==> config.mk <==
export PLATFORM = sky130hd
export DESIGN_NAME = regfile_write_arbiter_flat
export DESIGN_NICKNAME = d
export VERILOG_FILES = /design/src/rtl/regfile_write_arbiter_if.sv /design/src/rtl/regfile_write_arbiter.sv /design/src/flat_wrapper.sv
export SDC_FILE = /design/constraint.sdc
export NUM_CORES = 1
export LEC_CHECK = 0
export ABC_AREA = 1
export CORE_MARGIN = 4
export CORE_UTILIZATION = 44
export DETAILED_ROUTE_END_ITERATION = 6
export PLACE_DENSITY = 0.84
export SYNTH_ARGS = -nofsm -noshare
export SYNTH_HDL_FRONTEND = slang
export SYNTH_SLANG_ARGS = --single-unit
==> constraint.sdc <==
create_clock -name clk -period 3.6 [get_ports clk]
set_clock_uncertainty 0.05 [all_clocks]
set_input_delay 0.36 -clock clk [delete_from_list [all_inputs] [get_ports clk]]
set_output_delay 0.36 -clock clk [all_outputs]
set_load 0.01 [all_outputs]
==> src/rtl/regfile_write_arbiter_if.sv <==
// Register-file write-port bundle shared between the writeback requesters,
// the arbiter and the operand-read bypass path.
//
// Handshake: a request on side i transfers on a rising clk edge where
// req_valid[i] && req_ready[i]. req_ready may rise only while the matching
// req_valid is high. A requester that is not granted keeps req_valid and
// its payload (req_reg*/req_data*) stable until it is granted.
interface regfile_write_arbiter_if #(
    parameter int DATA_W = 32,
    parameter int CNT_W  = 16,
    parameter int IDX_W  = 5
);
    logic [1:0]        req_valid;
    logic [IDX_W-1:0]  req_reg0;
    logic [IDX_W-1:0]  req_reg1;
    logic [DATA_W-1:0] req_data0;
    logic [DATA_W-1:0] req_data1;
    logic [1:0]        req_ready;
    logic              hold;
    logic              rf_reg_write;
    logic [IDX_W-1:0]  rf_write_reg;
    logic [DATA_W-1:0] rf_write_data;
    logic [IDX_W-1:0]  rs;
    logic [IDX_W-1:0]  rt;
    logic              rs_hit;
    logic              rt_hit;
    logic [DATA_W-1:0] fwd_data;
    logic [CNT_W-1:0]  grant_cnt0;
    logic [CNT_W-1:0]  grant_cnt1;

    // Requester / operand-read side: drives requests and read indices.
    modport master (
        output req_valid, req_reg0, req_reg1, req_data0, req_data1, hold, rs, rt,
        input  req_ready, rf_reg_write, rf_write_reg, rf_write_data,
               rs_hit, rt_hit, fwd_data, grant_cnt0, grant_cnt1
    );

    // Arbiter side.
    modport slave (
        input  req_valid, req_reg0, req_reg1, req_data0, req_data1, hold, rs, rt,
        output req_ready, rf_reg_write, rf_write_reg, rf_write_data,
               rs_hit, rt_hit, fwd_data, grant_cnt0, grant_cnt1
    );
endinterface

==> src/rtl/regfile_write_arbiter.sv <==
// Two-requester round-robin arbiter for the single register-file write port.
// The winning write is registered into a one-entry output stage that drives
// regWrite/writeReg/writeData; a bypass compare lets the operand-read path
// forward a write still sitting in that stage.
module regfile_write_arbiter #(
    parameter int NUM_REGS = 32,
    parameter int DATA_W   = 32,
    parameter int CNT_W    = 16
) (
    input  logic                    clk,
    input  logic                    rst_n,
    regfile_write_arbiter_if.slave  bus
);
    localparam int IDX_W = $clog2(NUM_REGS);

    logic [1:0]        w_eligible;
    logic [1:0]        w_grant;
    logic              w_any_grant;
    logic [IDX_W-1:0]  w_win_reg;
    logic [DATA_W-1:0] w_win_data;

    logic              r_last_grant;
    logic              r_rf_reg_write;
    logic [IDX_W-1:0]  r_rf_write_reg;
    logic [DATA_W-1:0] r_rf_write_data;
    logic [CNT_W-1:0]  r_cnt0;
    logic [CNT_W-1:0]  r_cnt1;

    // Arbitration: single eligible requester wins; on a tie the requester
    // that was not granted last wins. rst_n gates eligibility so nothing is
    // offered while the block is held in reset.
    always_comb begin
        w_eligible = bus.req_valid & {2{~bus.hold & rst_n}};
        w_grant    = 2'b00;
        case (w_eligible)
            2'b01:   w_grant = 2'b01;
            2'b10:   w_grant = 2'b10;
            2'b11:   w_grant = r_last_grant ? 2'b01 : 2'b10;
            default: w_grant = 2'b00;
        endcase
    end

    assign w_any_grant = |w_grant;
    assign w_win_reg   = w_grant[1] ? bus.req_reg1  : bus.req_reg0;
    assign w_win_data  = w_grant[1] ? bus.req_data1 : bus.req_data0;

    // Round-robin pointer: remembers the last winner, reset favours req0.
    always_ff @(posedge clk or negedge rst_n) begin
        if (!rst_n) begin
            r_last_grant <= 1'b1;
        end else if (w_any_grant) begin
            r_last_grant <= w_grant[1];
        end
    end

    // Output stage: strobe every cycle, payload only reloaded on a grant.
    always_ff @(posedge clk or negedge rst_n) begin
        if (!rst_n) begin
            r_rf_reg_write  <= 1'b0;
            r_rf_write_reg  <= '0;
            r_rf_write_data <= '0;
        end else begin
            r_rf_reg_write <= w_any_grant;
            if (w_any_grant) begin
                r_rf_write_reg  <= w_win_reg;
                r_rf_write_data <= w_win_data;
            end
        end
    end

    // Per-requester accepted-request counters, saturating at all-ones.
    always_ff @(posedge clk or negedge rst_n) begin
        if (!rst_n) begin
            r_cnt0 <= '0;
            r_cnt1 <= '0;
        end else begin
            if (w_grant[0] && (r_cnt0 != {CNT_W{1'b1}})) begin
                r_cnt0 <= r_cnt0 + CNT_W'(1);
            end
            if (w_grant[1] && (r_cnt1 != {CNT_W{1'b1}})) begin
                r_cnt1 <= r_cnt1 + CNT_W'(1);
            end
        end
    end

    assign bus.req_ready     = w_grant;
    assign bus.rf_reg_write  = r_rf_reg_write;
    assign bus.rf_write_reg  = r_rf_write_reg;
    assign bus.rf_write_data = r_rf_write_data;
    // Register 0 is forwarded like any other index.
    assign bus.rs_hit        = r_rf_reg_write && (r_rf_write_reg == bus.rs);
    assign bus.rt_hit        = r_rf_reg_write && (r_rf_write_reg == bus.rt);
    assign bus.fwd_data      = r_rf_write_data;
    assign bus.grant_cnt0    = r_cnt0;
    assign bus.grant_cnt1    = r_cnt1;
endmodule

==> src/flat_wrapper.sv <==
// flat-port wrapper written by rule: the top's interface ports become plain ports
module regfile_write_arbiter_flat 
#(
    parameter int NUM_REGS = 32,
    parameter int DATA_W   = 32,
    parameter int CNT_W    = 16
)
  (clk, rst_n, bus_req_valid, bus_req_reg0, bus_req_reg1, bus_req_data0, bus_req_data1, bus_hold, bus_rs, bus_rt, bus_req_ready, bus_rf_reg_write, bus_rf_write_reg, bus_rf_write_data, bus_rs_hit, bus_rt_hit, bus_fwd_data, bus_grant_cnt0, bus_grant_cnt1);
  regfile_write_arbiter_if #(.DATA_W(DATA_W), .CNT_W(CNT_W), .IDX_W(5)) bus_i ();
  input  logic clk;
  input  logic rst_n;
  input wire logic [$bits(bus_i.req_valid)-1:0] bus_req_valid;
  input wire logic [$bits(bus_i.req_reg0)-1:0] bus_req_reg0;
  input wire logic [$bits(bus_i.req_reg1)-1:0] bus_req_reg1;
  input wire logic [$bits(bus_i.req_data0)-1:0] bus_req_data0;
  input wire logic [$bits(bus_i.req_data1)-1:0] bus_req_data1;
  input wire logic [$bits(bus_i.hold)-1:0] bus_hold;
  input wire logic [$bits(bus_i.rs)-1:0] bus_rs;
  input wire logic [$bits(bus_i.rt)-1:0] bus_rt;
  output wire logic [$bits(bus_i.req_ready)-1:0] bus_req_ready;
  output wire logic [$bits(bus_i.rf_reg_write)-1:0] bus_rf_reg_write;
  output wire logic [$bits(bus_i.rf_write_reg)-1:0] bus_rf_write_reg;
  output wire logic [$bits(bus_i.rf_write_data)-1:0] bus_rf_write_data;
  output wire logic [$bits(bus_i.rs_hit)-1:0] bus_rs_hit;
  output wire logic [$bits(bus_i.rt_hit)-1:0] bus_rt_hit;
  output wire logic [$bits(bus_i.fwd_data)-1:0] bus_fwd_data;
  output wire logic [$bits(bus_i.grant_cnt0)-1:0] bus_grant_cnt0;
  output wire logic [$bits(bus_i.grant_cnt1)-1:0] bus_grant_cnt1;
  assign bus_i.req_valid = bus_req_valid;
  assign bus_i.req_reg0 = bus_req_reg0;
  assign bus_i.req_reg1 = bus_req_reg1;
  assign bus_i.req_data0 = bus_req_data0;
  assign bus_i.req_data1 = bus_req_data1;
  assign bus_i.hold = bus_hold;
  assign bus_i.rs = bus_rs;
  assign bus_i.rt = bus_rt;
  assign bus_req_ready = bus_i.req_ready;
  assign bus_rf_reg_write = bus_i.rf_reg_write;
  assign bus_rf_write_reg = bus_i.rf_write_reg;
  assign bus_rf_write_data = bus_i.rf_write_data;
  assign bus_rs_hit = bus_i.rs_hit;
  assign bus_rt_hit = bus_i.rt_hit;
  assign bus_fwd_data = bus_i.fwd_data;
  assign bus_grant_cnt0 = bus_i.grant_cnt0;
  assign bus_grant_cnt1 = bus_i.grant_cnt1;
  regfile_write_arbiter #(.NUM_REGS(NUM_REGS), .DATA_W(DATA_W), .CNT_W(CNT_W)) u_core (.clk(clk), .rst_n(rst_n), .bus(bus_i));
endmodule
-- Word-level counts from Yosys, hierarchy flattened
Index checks and enable logic that the tools add are counted.
W data, S select, Z words.
- bits in registers: 71
- input port bits: 89
- output and inout bits: 106
- add/sub/neg operators: 2
- equality and inequality tests: 7
- mux-type cells: 4
- bitwise gates (word level): 3
- reduce and logical (&&, ||, !) cells: 5
- operators by type and width (kind ; number):
    $add A16 B1 Y16 const B ; 2
    $mux W32 ; 1
    $ne A16 B16 Y1 const B ; 2
    $eq A5 B5 Y1 ; 2
    $pmux W2 S3 ; 1
    $mux W5 ; 1
    $eq A2 B2 Y1 const B ; 2
    $logic_and A1 B1 Y1 ; 4
    $and A2 B2 Y2 ; 1
    $eq A2 B1 Y1 const B ; 1
    $mux W2 ; 1
    $reduce_or A2 Y1 ; 1
    $and A1 B1 Y1 ; 1
    $not A1 Y1 ; 1

-- Depth between registers and ports, before layout
- depth in word-level cells: 6
- depth in mapped cells: 10
- depth with buffers taken out: 9

-- Worst setup path before layout
Ideal clock, no wire load.
- path type: reg2reg
- from: register u_core.r_cnt0[0] (netlist: u_core.bus.grant_cnt0[0])
- to: register u_core.r_cnt0[6] (netlist: u_core.bus.grant_cnt0[6])
- data arrival time: 1.435 ns
- required time: 3.434 ns
- slack: 1.998 ns
- stages on the path, launching flop included: 10
- path buffers: 1
- path through: dfrtp_1 -> ha_1 -> nand3_2 -> nor2_4 -> nand2_1 -> nand2_1 -> nand2_2 -> buf_6 -> nand2_1 -> nand2_1
- word-level cells in the longest chain between the ends: 2
- elaborated cells between the ends (all ways): 3
- classes of those cells: add/sub: 1; eq/ne: 1; reduce/logical: 1
- RTL lines (item ; line ; source):
    start, declared ; regfile_write_arbiter.sv:26 ; logic [CNT_W-1:0] r_cnt0;
    start signal, assigned ; regfile_write_arbiter.sv:78 ; r_cnt0 <= r_cnt0 + CNT_W'(1);
    branches (longest 2 deep; another with $add A16 B1 Y16) ; -- ;
Parallel ways; which one is timed is not known.
A chain may end at the register's enable or synchronous reset.

-- Worst setup path in the final report
- from: input bus_hold
- to: output bus_req_ready[1]
- word-level cells in the longest chain between the ends: 5
- elaborated cells between the ends (all ways): 7
- classes of those cells: eq/ne: 3; mux: 1; bitwise: 3
- RTL lines (item ; line ; source):
    start, declared ; flat_wrapper.sv:17 ; input wire logic [$bits(bus_i.hold)-1:0] bus_hold;
    $not A1 Y1 * ; regfile_write_arbiter.sv:33 ; w_eligible = bus.req_valid & {2{~bus.hold & rst_n}};
    $and A1 B1 Y1 * ; regfile_write_arbiter.sv:33 ;
    $and A2 B2 Y2 * ; regfile_write_arbiter.sv:33 ;
    $eq A2 B2 Y1 or $eq A2 B1 Y1 (tied branches) ; regfile_write_arbiter.sv:35 ; case (w_eligible)
    $pmux W2 S3 * ; regfile_write_arbiter.sv:35 ;
    end, declared ; flat_wrapper.sv:20 ; output wire logic [$bits(bus_i.req_ready)-1:0] bus_req_ready;
Mark *: on every way between the ends. The rest lies on a longest branch, timed or not.

==> results.py <==
metrics = {
    "status": {
        "outcome": "complete, no violations",
    },
    "critical_path": {
        "worstSetupStartpointType": "input pin",
        "end_kind": "primary output",
        "cp.required_ns": 3.19,
        "slowest_delay_ns": 0.58,
        "r2r_setup_slack_ns": 1.66,
        "crit_slowest_cell": "clkdlybuf4s50_1",
        "critPathArrivalTime_ns": 1.84,
        "crit_fanout": 3,
        "critical_path.cell_chain": "clkdlybuf4s50_1, nor2_2, nand3_1, inv_1, clkdlybuf4s50_1",
        "path_class": "input pin to primary output",
        "crit_path_frequent_cell": "clkdlybuf4s50_1",
    },
    "synthesis": {
        "netlist_instances": 551,
        "ys_top_cells_by_area": "dfrtp_1 43%, nand2_1 23%, buf_4 6.5%",
        "async_flop_share": 1.00,
        "ys_ff_latch": 71,
        "synth_top_area_share": 0.432,
        "yosysSeqAreaShare": 0.438,
        "synth_largest_area_cell": "dfrtp_1",
        "syn-cell-area_mm2": 0.00406,
        "synth_edf_count": 0,
        "post_synth.cell_area_avg_um2": 7.36,
        "yosys_warnings": 0,
        "synthesis.nets": 642,
        "synthFlopType": "dfrtp_1",
        "ys_types": 31,
    },
    "detailed_routing": {
        "drtPass1Iterations": 5,
        "drtAntennaViolNets": 0,
        "via_per_inst": 5.14,
        "detail_route.wl_per_cell_um": 15.9,
        "vias": 4227,
        "post-route-drc-count": 0,
        "wl_mm": 13.1,
        "drt_iter0_markers": 197,
    },
    "die": {
        "io_pins": 195,
        "core-area_mm2": 0.00885,
        "row_count": 34,
        "die_h_um": 104,
        "die_w_um": 104,
        "dieArea_mm2": 0.0108,
        "initial_core_util": 0.459,
    },
    "timing": {
        "tightest_slew_ns": 0.902,
        "timing.final.crit_share": 0.624,
        "rsz0062_at_grt": "false",
        "tns_ns": 0,
        "finalHoldViolCount": 0,
        "min_period_ns": 2.25,
        "slew_violations": 0,
        "finalSetupViolations": 0,
        "fmax_mhz": 445,
        "maxSlewHeadroom": 0.399,
    },
    "clock_network": {
        "cts_setup_buffers": 0,
        "root_buffer": "clkbuf_8",
        "cts_made_buffers": 9,
        "cts.htree.levels": 3,
        "cts.path.max_buffers": 2,
        "cts_tree": "done",
        "hold_buffers": 0,
        "clk_pin_slew_worst_paths_ns": 0.08,
        "cts_sinks": 71,
        "cts_resized": 0,
        "clkLatencyLatePin_ns": 0.33,
    },
    "flow_run": {
        "cap_viol_max_count": 0,
    },
    "global_route": {
        "grt_usage": 0.239,
        "grt.overflow.total": 0,
        "grt_pass1_wl_mm": 21.2,
        "grt_pass1_vias": 4076,
        "antenna_found_initial": 0,
        "grt_max_degree": 72,
    },
    "placement": {
        "gp_congestion": 0.831,
        "dp_hpwl_mm": 9.95,
        "port_buffers": 194,
    },
    "finish": {
        "layout-drive-gt1-share": 0.0448,
        "area_growth_pct": 48.4,
        "final_common_cell": "nand2_1",
        "mostFrequentLayoutCells": "253 x nand2_1, 193 x clkdlybuf4s50_1, 70 x dfrtp_1",
        "largest_reg_flops": 32,
        "utilization": 0.681,
        "antenna-diode-count": 0,
        "layout.nets": 802,
    },
    "min_path": {
        "hold_class": "input pin to asynchronous set/reset pin",
    },
    "power": {
        "power_density_mw_per_mm2": 458,
        "leakagePower_nw": 2.65,
        "ir_drop_v": 0.000294,
    },
}
==> path summary, 6_finish.rpt <==
kind	from	end	depth (start not counted)
max	bus_hold	bus_req_ready[1]	5
min	rst_n	u_core.bus.grant_cnt0[9]	2
max reg2reg	u_core.bus.grant_cnt1[0]	u_core.bus.grant_cnt1[3]	7
min reg2reg	u_core.bus.fwd_data[28]	u_core.bus.fwd_data[28]	2
max in group asynchronous	rst_n	u_core.bus.grant_cnt1[6]	2
min in group clk	rst_n	u_core.r_last_grant	5
==> critical path, delay by kind of cell <==
family / cells / cell delay, ns
buffers and inverters: 3 / 1.11
and+or+nand+nor: 2 / 0.37
==> layout make-up <==
cell class              instances  area, µm²
multi-input cells             404       1830
repair buffers                197       1960
fillers                       755       2830
well taps                     108        135
flip-flops and latches         71       1780
clock inverters                 4       70.1
clock buffers                  11        141
inverters                      28        105
==> cells in the mapped netlist, types with 2 or more instances <==
cell and n:
buf_4 35, xnor2_1 13, nand2_1 253, a21oi_1 2, nor2_1 34, nand3_1 51, nand2_2 2, ha_1 2
xor2_1 5, o2111ai_1 4, nand4_1 12, o21ai_0 8, nor2_2 2, o211ai_1 3, buf_2 8, buf_6 3
or2_2 2, o21ai_1 4, dfrtp_1 70, inv_1 27
==> per-stage QoR <==
step / hold WS [ns] / cells / setup slack (ns) / total power [W] / instance area [µm²]
after global routing: 0.289 / 823 / 1.27 / 0.00292 / 6020
after floorplan: 0.0144 / 551 / 2.00 / 0.00155 / 4060
final: 0.200 / 823 / 1.35 / 0.00276 / 6020
after global placement: 0.453 / 808 / 1.32 / 0.00205 / 5810
after CTS: 0.252 / 823 / 1.34 / 0.00278 / 6020
after detailed placement: 0.462 / 808 / 1.24 / 0.00208 / 5810
==> power by group <==
| part | internal (W) | switching (W) | total, W |
|---|---|---|---|
| logic | 0.000540 | 0.000422 | 0.000962 |
| clock network | 0.000404 | 0.000294 | 0.000698 |
| registers | 0.000932 | 0.000165 | 0.00110 |
==> kinds of logic (layout without fill, tap and decap cells) <==
logic type               after synthesis  after routing  synth area share
AND/OR/NAND/NOR                      361            361             0.368
buffers and inverters                 76            240             0.111
flip-flops                            71             71             0.438
AO/OA/AOI/OAI                         23             23            0.0376
XOR/XNOR                              18             18            0.0389
adder cells (fa/ha/maj)                2              2           0.00617
==> layer usage <==
layer,wire (µm),share of wire,up-vias,global-route usage
met5,0,0,-,0
met4,369,0.028,0,0.0902
met3,885,0.068,32,0.0552
met2,6580,0.50,178,0.410
met1,5270,0.40,1994,0.291
li1,-,-,2023,-
No activity file was read; power rests on OpenSTA's default activity.
